[config.mk]
export PLATFORM = sky130hd
export DESIGN_NAME = aes128_round_key_store
export DESIGN_NICKNAME = d
export VERILOG_FILES = /design/src/rtl/aes128_type_pkg.sv /design/src/rtl/aes128_rks_regfile.sv /design/src/rtl/aes128_round_key_store.sv
export SDC_FILE = /design/constraint.sdc
export NUM_CORES = 2
export LEC_CHECK = 0
export ABC_CLOCK_PERIOD_IN_PS = 127400
export CORE_MARGIN = 4
export CORE_UTILIZATION = 40
export CTS_BUF_LIST = sky130_fd_sc_hd__clkbuf_16
export CTS_CLUSTER_SIZE = 40
export DETAILED_ROUTE_END_ITERATION = 7
export GPL_TIMING_DRIVEN = 0
export PLACE_DENSITY = 0.56
export SETUP_SLACK_MARGIN = 0.4
export SYNTH_ARGS = -nofsm -noshare
export SYNTH_HDL_FRONTEND = slang
export SYNTH_SLANG_ARGS = --single-unit
[constraint.sdc]
create_clock -name clk_i -period 127.4 [get_ports clk_i]
set_input_delay 38.22 -clock clk_i [delete_from_list [all_inputs] [get_ports clk_i]]
set_output_delay 38.22 -clock clk_i [all_outputs]
set_load 0.1 [all_outputs]
[src/rtl/aes128_type_pkg.sv]
// Shared AES-128 types for the round-key store: FSM state encoding, key and index types.
// The SCRUB state is only entered when AES128_RKS_SCRUB_EN is defined.
package aes128_type_pkg;

    localparam int unsigned AES128_NUM_RKEYS = 11;

    typedef logic [3:0]   rkey_idx_t;
    typedef logic [127:0] rkey_t;

    typedef enum logic [2:0] {
        StIdle,
        StStart,
        StWaitHi,
        StStore,
        StReq,
        StWaitLo,
        StReady,
        StScrub
    } rks_state_t;

endpackage

[src/rtl/aes128_rks_regfile.sv]
// Round-key register file: one synchronous write port, one registered read port that
// holds its last value when no read is issued.
import aes128_type_pkg::*;

module aes128_rks_regfile #(
    parameter int unsigned Depth = AES128_NUM_RKEYS,
    parameter int unsigned Width = 128
) (
    input  logic             clk_i,
    input  logic             rst_i,
    input  logic             we_i,
    input  rkey_idx_t        waddr_i,
    input  logic [Width-1:0] wdata_i,
    input  logic             re_i,
    input  rkey_idx_t        raddr_i,
    output logic [Width-1:0] rdata_o
);

    logic [Width-1:0] mem_q [Depth];
    logic [Width-1:0] rdata_q;

    always_ff @(posedge clk_i or posedge rst_i) begin
        if (rst_i) begin
            for (int unsigned i = 0; i < Depth; i++) begin
                mem_q[i] <= '0;
            end
            rdata_q <= '0;
        end else begin
            if (we_i) begin
                mem_q[waddr_i] <= wdata_i;
            end
            if (re_i) begin
                rdata_q <= mem_q[raddr_i];
            end
        end
    end

    assign rdata_o = rdata_q;

endmodule

[src/rtl/aes128_round_key_store.sv]
// Captures the 11 AES-128 round keys from the expansion stage and serves them by index.
// Optional zeroise (clear_i, SCRUB state) is built when AES128_RKS_SCRUB_EN is defined.
import aes128_type_pkg::*;

module aes128_round_key_store #(
    parameter int unsigned NUM_ROUNDS = 10,
    parameter int unsigned KEY_W      = 128
) (
    input  logic             clk_i,
    input  logic             rst_i,
    input  logic [KEY_W-1:0] key_i,
    input  logic             load_i,
    output logic             ready_o,
    output logic             busy_o,
    input  logic             rd_en_i,
    input  logic [3:0]       rd_round_i,
    output logic [KEY_W-1:0] rd_key_o,
    output logic             rd_valid_o,
    output logic [KEY_W-1:0] exp_key_o,
    output logic             exp_start_o,
    output logic             exp_key_req_o,
    input  logic [KEY_W-1:0] exp_key_i,
    input  logic             exp_valid_i
`ifdef AES128_RKS_SCRUB_EN
    ,
    input  logic             clear_i
`endif
);

    localparam rkey_idx_t LastIdx = 4'(NUM_ROUNDS);

    rks_state_t       state_q;
    rkey_idx_t        rnd_cnt_q;
    logic [KEY_W-1:0] exp_key_q;
    logic             start_q;
    logic             req_q;
    logic             ready_q;
    logic             busy_q;
    logic             rd_valid_q;

    logic             clear_req;
    logic             rd_accept;
    logic             wr_en;
    logic [KEY_W-1:0] wr_data;

`ifdef AES128_RKS_SCRUB_EN
    assign clear_req = clear_i;
`else
    assign clear_req = 1'b0;
`endif

    // A load arriving with a read in READY wins; the read is dropped.
    assign rd_accept = rd_en_i && ready_q && (rd_round_i <= LastIdx) && !load_i && !clear_req;

    always_ff @(posedge clk_i or posedge rst_i) begin
        if (rst_i) begin
            state_q   <= StIdle;
            rnd_cnt_q <= '0;
            exp_key_q <= '0;
            start_q   <= 1'b0;
            req_q     <= 1'b0;
            ready_q   <= 1'b0;
            busy_q    <= 1'b0;
        end else begin
            start_q <= 1'b0;
            req_q   <= 1'b0;
            if (clear_req) begin
                state_q   <= StScrub;
                rnd_cnt_q <= '0;
                exp_key_q <= '0;
                ready_q   <= 1'b0;
                busy_q    <= 1'b1;
            end else begin
                unique case (state_q)
                    StIdle, StReady: begin
                        if (load_i) begin
                            exp_key_q <= key_i;
                            rnd_cnt_q <= '0;
                            ready_q   <= 1'b0;
                            busy_q    <= 1'b1;
                            start_q   <= 1'b1;
                            state_q   <= StStart;
                        end
                    end
                    StStart: state_q <= StWaitHi;
                    StWaitHi: begin
                        if (exp_valid_i) begin
                            state_q <= StStore;
                        end
                    end
                    StStore: begin
                        if (rnd_cnt_q == LastIdx) begin
                            ready_q <= 1'b1;
                            busy_q  <= 1'b0;
                            state_q <= StReady;
                        end else begin
                            rnd_cnt_q <= rnd_cnt_q + 4'd1;
                            req_q     <= 1'b1;
                            state_q   <= StReq;
                        end
                    end
                    StReq: state_q <= StWaitLo;
                    // Expansion valid lingers one cycle after a request; skip that stale key.
                    StWaitLo: begin
                        if (!exp_valid_i) begin
                            state_q <= StWaitHi;
                        end
                    end
`ifdef AES128_RKS_SCRUB_EN
                    StScrub: begin
                        if (rnd_cnt_q == LastIdx) begin
                            rnd_cnt_q <= '0;
                            busy_q    <= 1'b0;
                            state_q   <= StIdle;
                        end else begin
                            rnd_cnt_q <= rnd_cnt_q + 4'd1;
                        end
                    end
`endif
                    default: begin
                        busy_q  <= 1'b0;
                        ready_q <= 1'b0;
                        state_q <= StIdle;
                    end
                endcase
            end
        end
    end

    always_ff @(posedge clk_i or posedge rst_i) begin
        if (rst_i) begin
            rd_valid_q <= 1'b0;
        end else begin
            rd_valid_q <= rd_accept;
        end
    end

    always_comb begin
        wr_en   = 1'b0;
        wr_data = exp_key_i;
        if (state_q == StStore) begin
            wr_en = 1'b1;
        end
`ifdef AES128_RKS_SCRUB_EN
        if (state_q == StScrub) begin
            wr_en   = 1'b1;
            wr_data = '0;
        end
`endif
    end

    aes128_rks_regfile #(
        .Depth(NUM_ROUNDS + 1),
        .Width(KEY_W)
    ) u_regfile (
        .clk_i  (clk_i),
        .rst_i  (rst_i),
        .we_i   (wr_en),
        .waddr_i(rnd_cnt_q),
        .wdata_i(wr_data),
        .re_i   (rd_accept),
        .raddr_i(rd_round_i),
        .rdata_o(rd_key_o)
    );

    assign ready_o       = ready_q;
    assign busy_o        = busy_q;
    assign rd_valid_o    = rd_valid_q;
    assign exp_key_o     = exp_key_q;
    assign exp_start_o   = start_q;
    assign exp_key_req_o = req_q;

endmodule

==> impl_metrics.json <==
{
  "clkLatencyLatePin_ns": 0.80,
  "grt_pass1_vias": 45300,
  "drv_cap": 0,
  "dp.cells": 7532,
  "syn_nets": 4895,
  "placed_cell_area_um2": 82000,
  "nets": 5622,
  "synth_fa_ha_area_frac": 0.000682,
  "boundaryPins": 526,
  "cp-endpoint": "u_regfile.mem_q[838]$_DFFE_PP0P_",
  "rows": 156,
  "first_pass_iters": 5,
  "synth_top_area_frac": 0.572,
  "min_period_ns": 41.26,
  "slew_headroom": 0.0226,
  "ir_drop_mv": 0.0190,
  "chipWidth_um": 436,
  "numCtsBuffers": 189,
  "criticalPathCategory": "input port to asynchronous set/reset pin",
  "drt_iter0_drc": 1994,
  "powerDensity_nw_per_um2": 24.4,
  "worst_pin_slew_ns": 1.47,
  "vias": 42100,
  "r2r_slack_ns": 124.20,
  "synth_simple_gate_area_frac": 0.0102,
  "path_delay_family": "buffers and inverters",
  "arrival_ns": 42.13,
  "outcome": "completed",
  "grt_start_max_net_pins": 129,
  "path_buf_inv": 8,
  "drc_errors": 0,
  "die_area_um2": 190000,
  "holdCritPathClass": "register to register",
  "gp_congestion": 0.798,
  "slew_viol_final": 0,
  "ys_seq_area_frac": 0.572,
  "finalSetupViolations": 0,
  "stdcell_area_um2": 87800,
  "avgSynthCellArea_um2": 15.9,
  "synth-async-reset-ratio": 1.00,
  "timing.final.crit_share": 0.324,
  "dp_hpwl_um": 136000,
  "synth_top_area_cell": "dfrtp_1",
  "crit_start": "rst_i",
  "hold_viol_final": 0,
  "start_util": 0.404,
  "cts_max_path_buffers": 3,
  "cts.htree.levels": 4,
  "worstPathRequired_ns": 128.27,
  "post_cts_buffers": 0,
  "layout-drive-gt1-share": 0.426,
  "core-area_um2": 182000,
  "ys_types": 40,
  "netlist_area_um2": 73300,
  "synth_mux_area_frac": 0.370,
  "syn_inst": 4626,
  "clock_sinks": 1676,
  "cellLeakagePower_nw": 37.3,
  "drt-total-wl_um": 201000,
  "clock-skew-final_ns": 0.0272,
  "hold_buffers": 0,
  "yosys_warnings": 0,
  "synth-compound-area-share": 0.0167,
  "grt_pass1_wl_um": 305000,
  "ant_nets": 0,
  "setup_tns_ns": 0,
  "synth_edf_count": 0,
  "worst_path_largest_cell_delay_ns": 0.50,
  "die_h_um": 436,
  "track_usage": 0.212,
  "antenna_found_initial": 21,
  "area_delta_synth_final_pct": 19.7,
  "synth_flop_cell": "dfrtp_1",
  "cts_tree": "yes",
  "rsz0062_at_grt": "false",
  "synth_top_family_by_area": "multiplexers",
  "synthTopCellsByArea": "dfrtp_1, mux2_2, mux4_2, mux2i_1, o221ai_1",
  "path_clk_slew_ns": 0.06,
  "worstReg2RegEnd": "u_regfile.rdata_o[37]$_DFFE_PP0P_",
  "viasPerCell": 5.35,
  "critical_path_cell_count": 8,
  "synth_xor_area_frac": 0.000239,
  "fmax_mhz": 24.2,
  "post_cts_resized": 0,
  "cts_root_buf": "clkbuf_16",
  "cp_max_fo": 126,
  "grt_overflow": 0,
  "slowest_stage": "clkdlybuf4s50_1",
  "worst_path_most_repeated_cell": "buf_16",
  "reg2reg_depth": 5,
  "end_kind": "asynchronous set/reset pin",
  "ys_seq_elements": 1676,
  "portBuffers": 521,
  "path_cells": "clkdlybuf4s50_1, inv_8, buf_16, buf_16, buf_16, buf_16, buf_16, buf_16",
  "final_cells": 7874,
  "regToRegStartpoint": "ready_o$_DFFE_PP0P_",
  "start_kind": "input port",
  "post_drt_wl_per_cell_um": 25.6
}
## worst min path at each step
stage,endpoint,slack [ns],from,cells after the start
floorplan,u_regfile.mem_q[626]$_DFFE_PP0P_,0.47,u_regfile.mem_q[626]$_DFFE_PP0P_,1
global placement,exp_key_o[61]$_DFFE_PP0P_,0.47,exp_key_o[61]$_DFFE_PP0P_,1
detailed placement,exp_key_o[34]$_DFFE_PP0P_,0.47,exp_key_o[34]$_DFFE_PP0P_,1
CTS,exp_key_o[34]$_DFFE_PP0P_,0.49,exp_key_o[34]$_DFFE_PP0P_,1
global route,exp_key_o[34]$_DFFE_PP0P_,0.49,exp_key_o[34]$_DFFE_PP0P_,1
finish,exp_key_o[46]$_DFFE_PP0P_,0.48,exp_key_o[46]$_DFFE_PP0P_,1
## Yosys cell counts, types with 5 or more instances
| cell | instances |
|---|---|
| dfrtp_1 | 1676 |
| mux2_2 | 1555 |
| mux4_2 | 256 |
| mux2i_1 | 255 |
| buf_2 | 199 |
| clkbuf_1 | 190 |
| nand2_1 | 145 |
| o221ai_1 | 127 |
| mux2_1 | 80 |
| mux2_4 | 29 |
| buf_1 | 27 |
| buf_6 | 15 |
| nor2_1 | 11 |
| buf_12 | 6 |
| buf_8 | 5 |
| o21ai_0 | 5 |
## power breakdown
group	internal (W)	leakage, nW	switching (W)
Combinational	0.000313	14.2	0.000477
Sequential	0.000737	20.1	0.000104
Clock	0.000297	3.04	0.000218
## placed cells by master (no fill, tap or decap), types with 3 or more instances in the layout
cell / count
dfrtp_1: 1676
mux2_2: 1555
clkdlybuf4s50_1: 521
mux4_2: 256
mux2i_1: 255
buf_2: 199
clkbuf_16: 194
clkbuf_1: 183
nand2_1: 145
o221ai_1: 127
mux2_1: 80
inv_1: 51
clkinv_1: 37
clkinv_2: 31
mux2_4: 29
buf_1: 27
buf_6: 15
buf_16: 15
bufinv_16: 12
nor2_1: 11
diode_2: 8
clkbuf_2: 7
buf_12: 6
buf_8: 5
o21ai_0: 5
nand3b_1: 4
nand2b_1: 4
ha_1: 4
inv_6: 4
clkinv_8: 3
clkinvlp_4: 3
## layout make-up
| type | count | area (µm²) |
|---|---|---|
| well taps | 2370 | 2970 |
| clock inverters | 140 | 953 |
| flip-flops and latches | 1676 | 41900 |
| diodes | 8 | 20.0 |
| fillers | 15800 | 93700 |
| plain buffers | 444 | 2200 |
| clock buffers | 194 | 4850 |
| repair buffers | 536 | 5630 |
| multi-input cells | 2503 | 29200 |
| inverters | 3 | 18.8 |
## layer usage
metal  wire length (µm)  track usage
met1              88400        0.282
met2             102000        0.362
met3               6150       0.0300
met4               5110       0.0611
met5                  0            0
## sequential cells by signal, indices dropped and copies added (netlist names)
signal             cells
u_regfile.rdata_o    128
busy_o                 1
ready_o                1
rnd_cnt_q              4
u_regfile.mem_q     1408
state_q                3
exp_key_req_o          1
exp_key_o            128
exp_start_o            1
rd_valid_o             1
## cells by family after synthesis
| group | count (synthesis) |
|---|---|
| simple gates | 178 |
| flops | 1676 |
| fa+ha+maj | 4 |
| compound gates | 144 |
| mux | 2175 |
| buf+inv | 447 |
| xor+xnor | 2 |
## worst register-to-register path: stages, from the launching register on
cell and delay, ns:
dfrtp_1 0.44, nand2_1 0.09, a211oi_2 0.81, buf_2 0.77, buf_2 0.57, mux2_2 0.39
## per-stage QoR
stage | utilization | worst slack [ns] | total power, W | hold slack, ns
floorplan | - | 41.88 | 0.00145 | 0.474
global placement | 0.449 | 20.67 | 0.00164 | 0.466
detailed placement | 0.451 | 85.12 | 0.00165 | 0.474
CTS | 0.483 | 86.00 | 0.00217 | 0.486
global route | 0.484 | 85.56 | 0.00225 | 0.490
finish | 0.484 | 86.14 | 0.00215 | 0.485
Power figures use the tool's default switching activity.
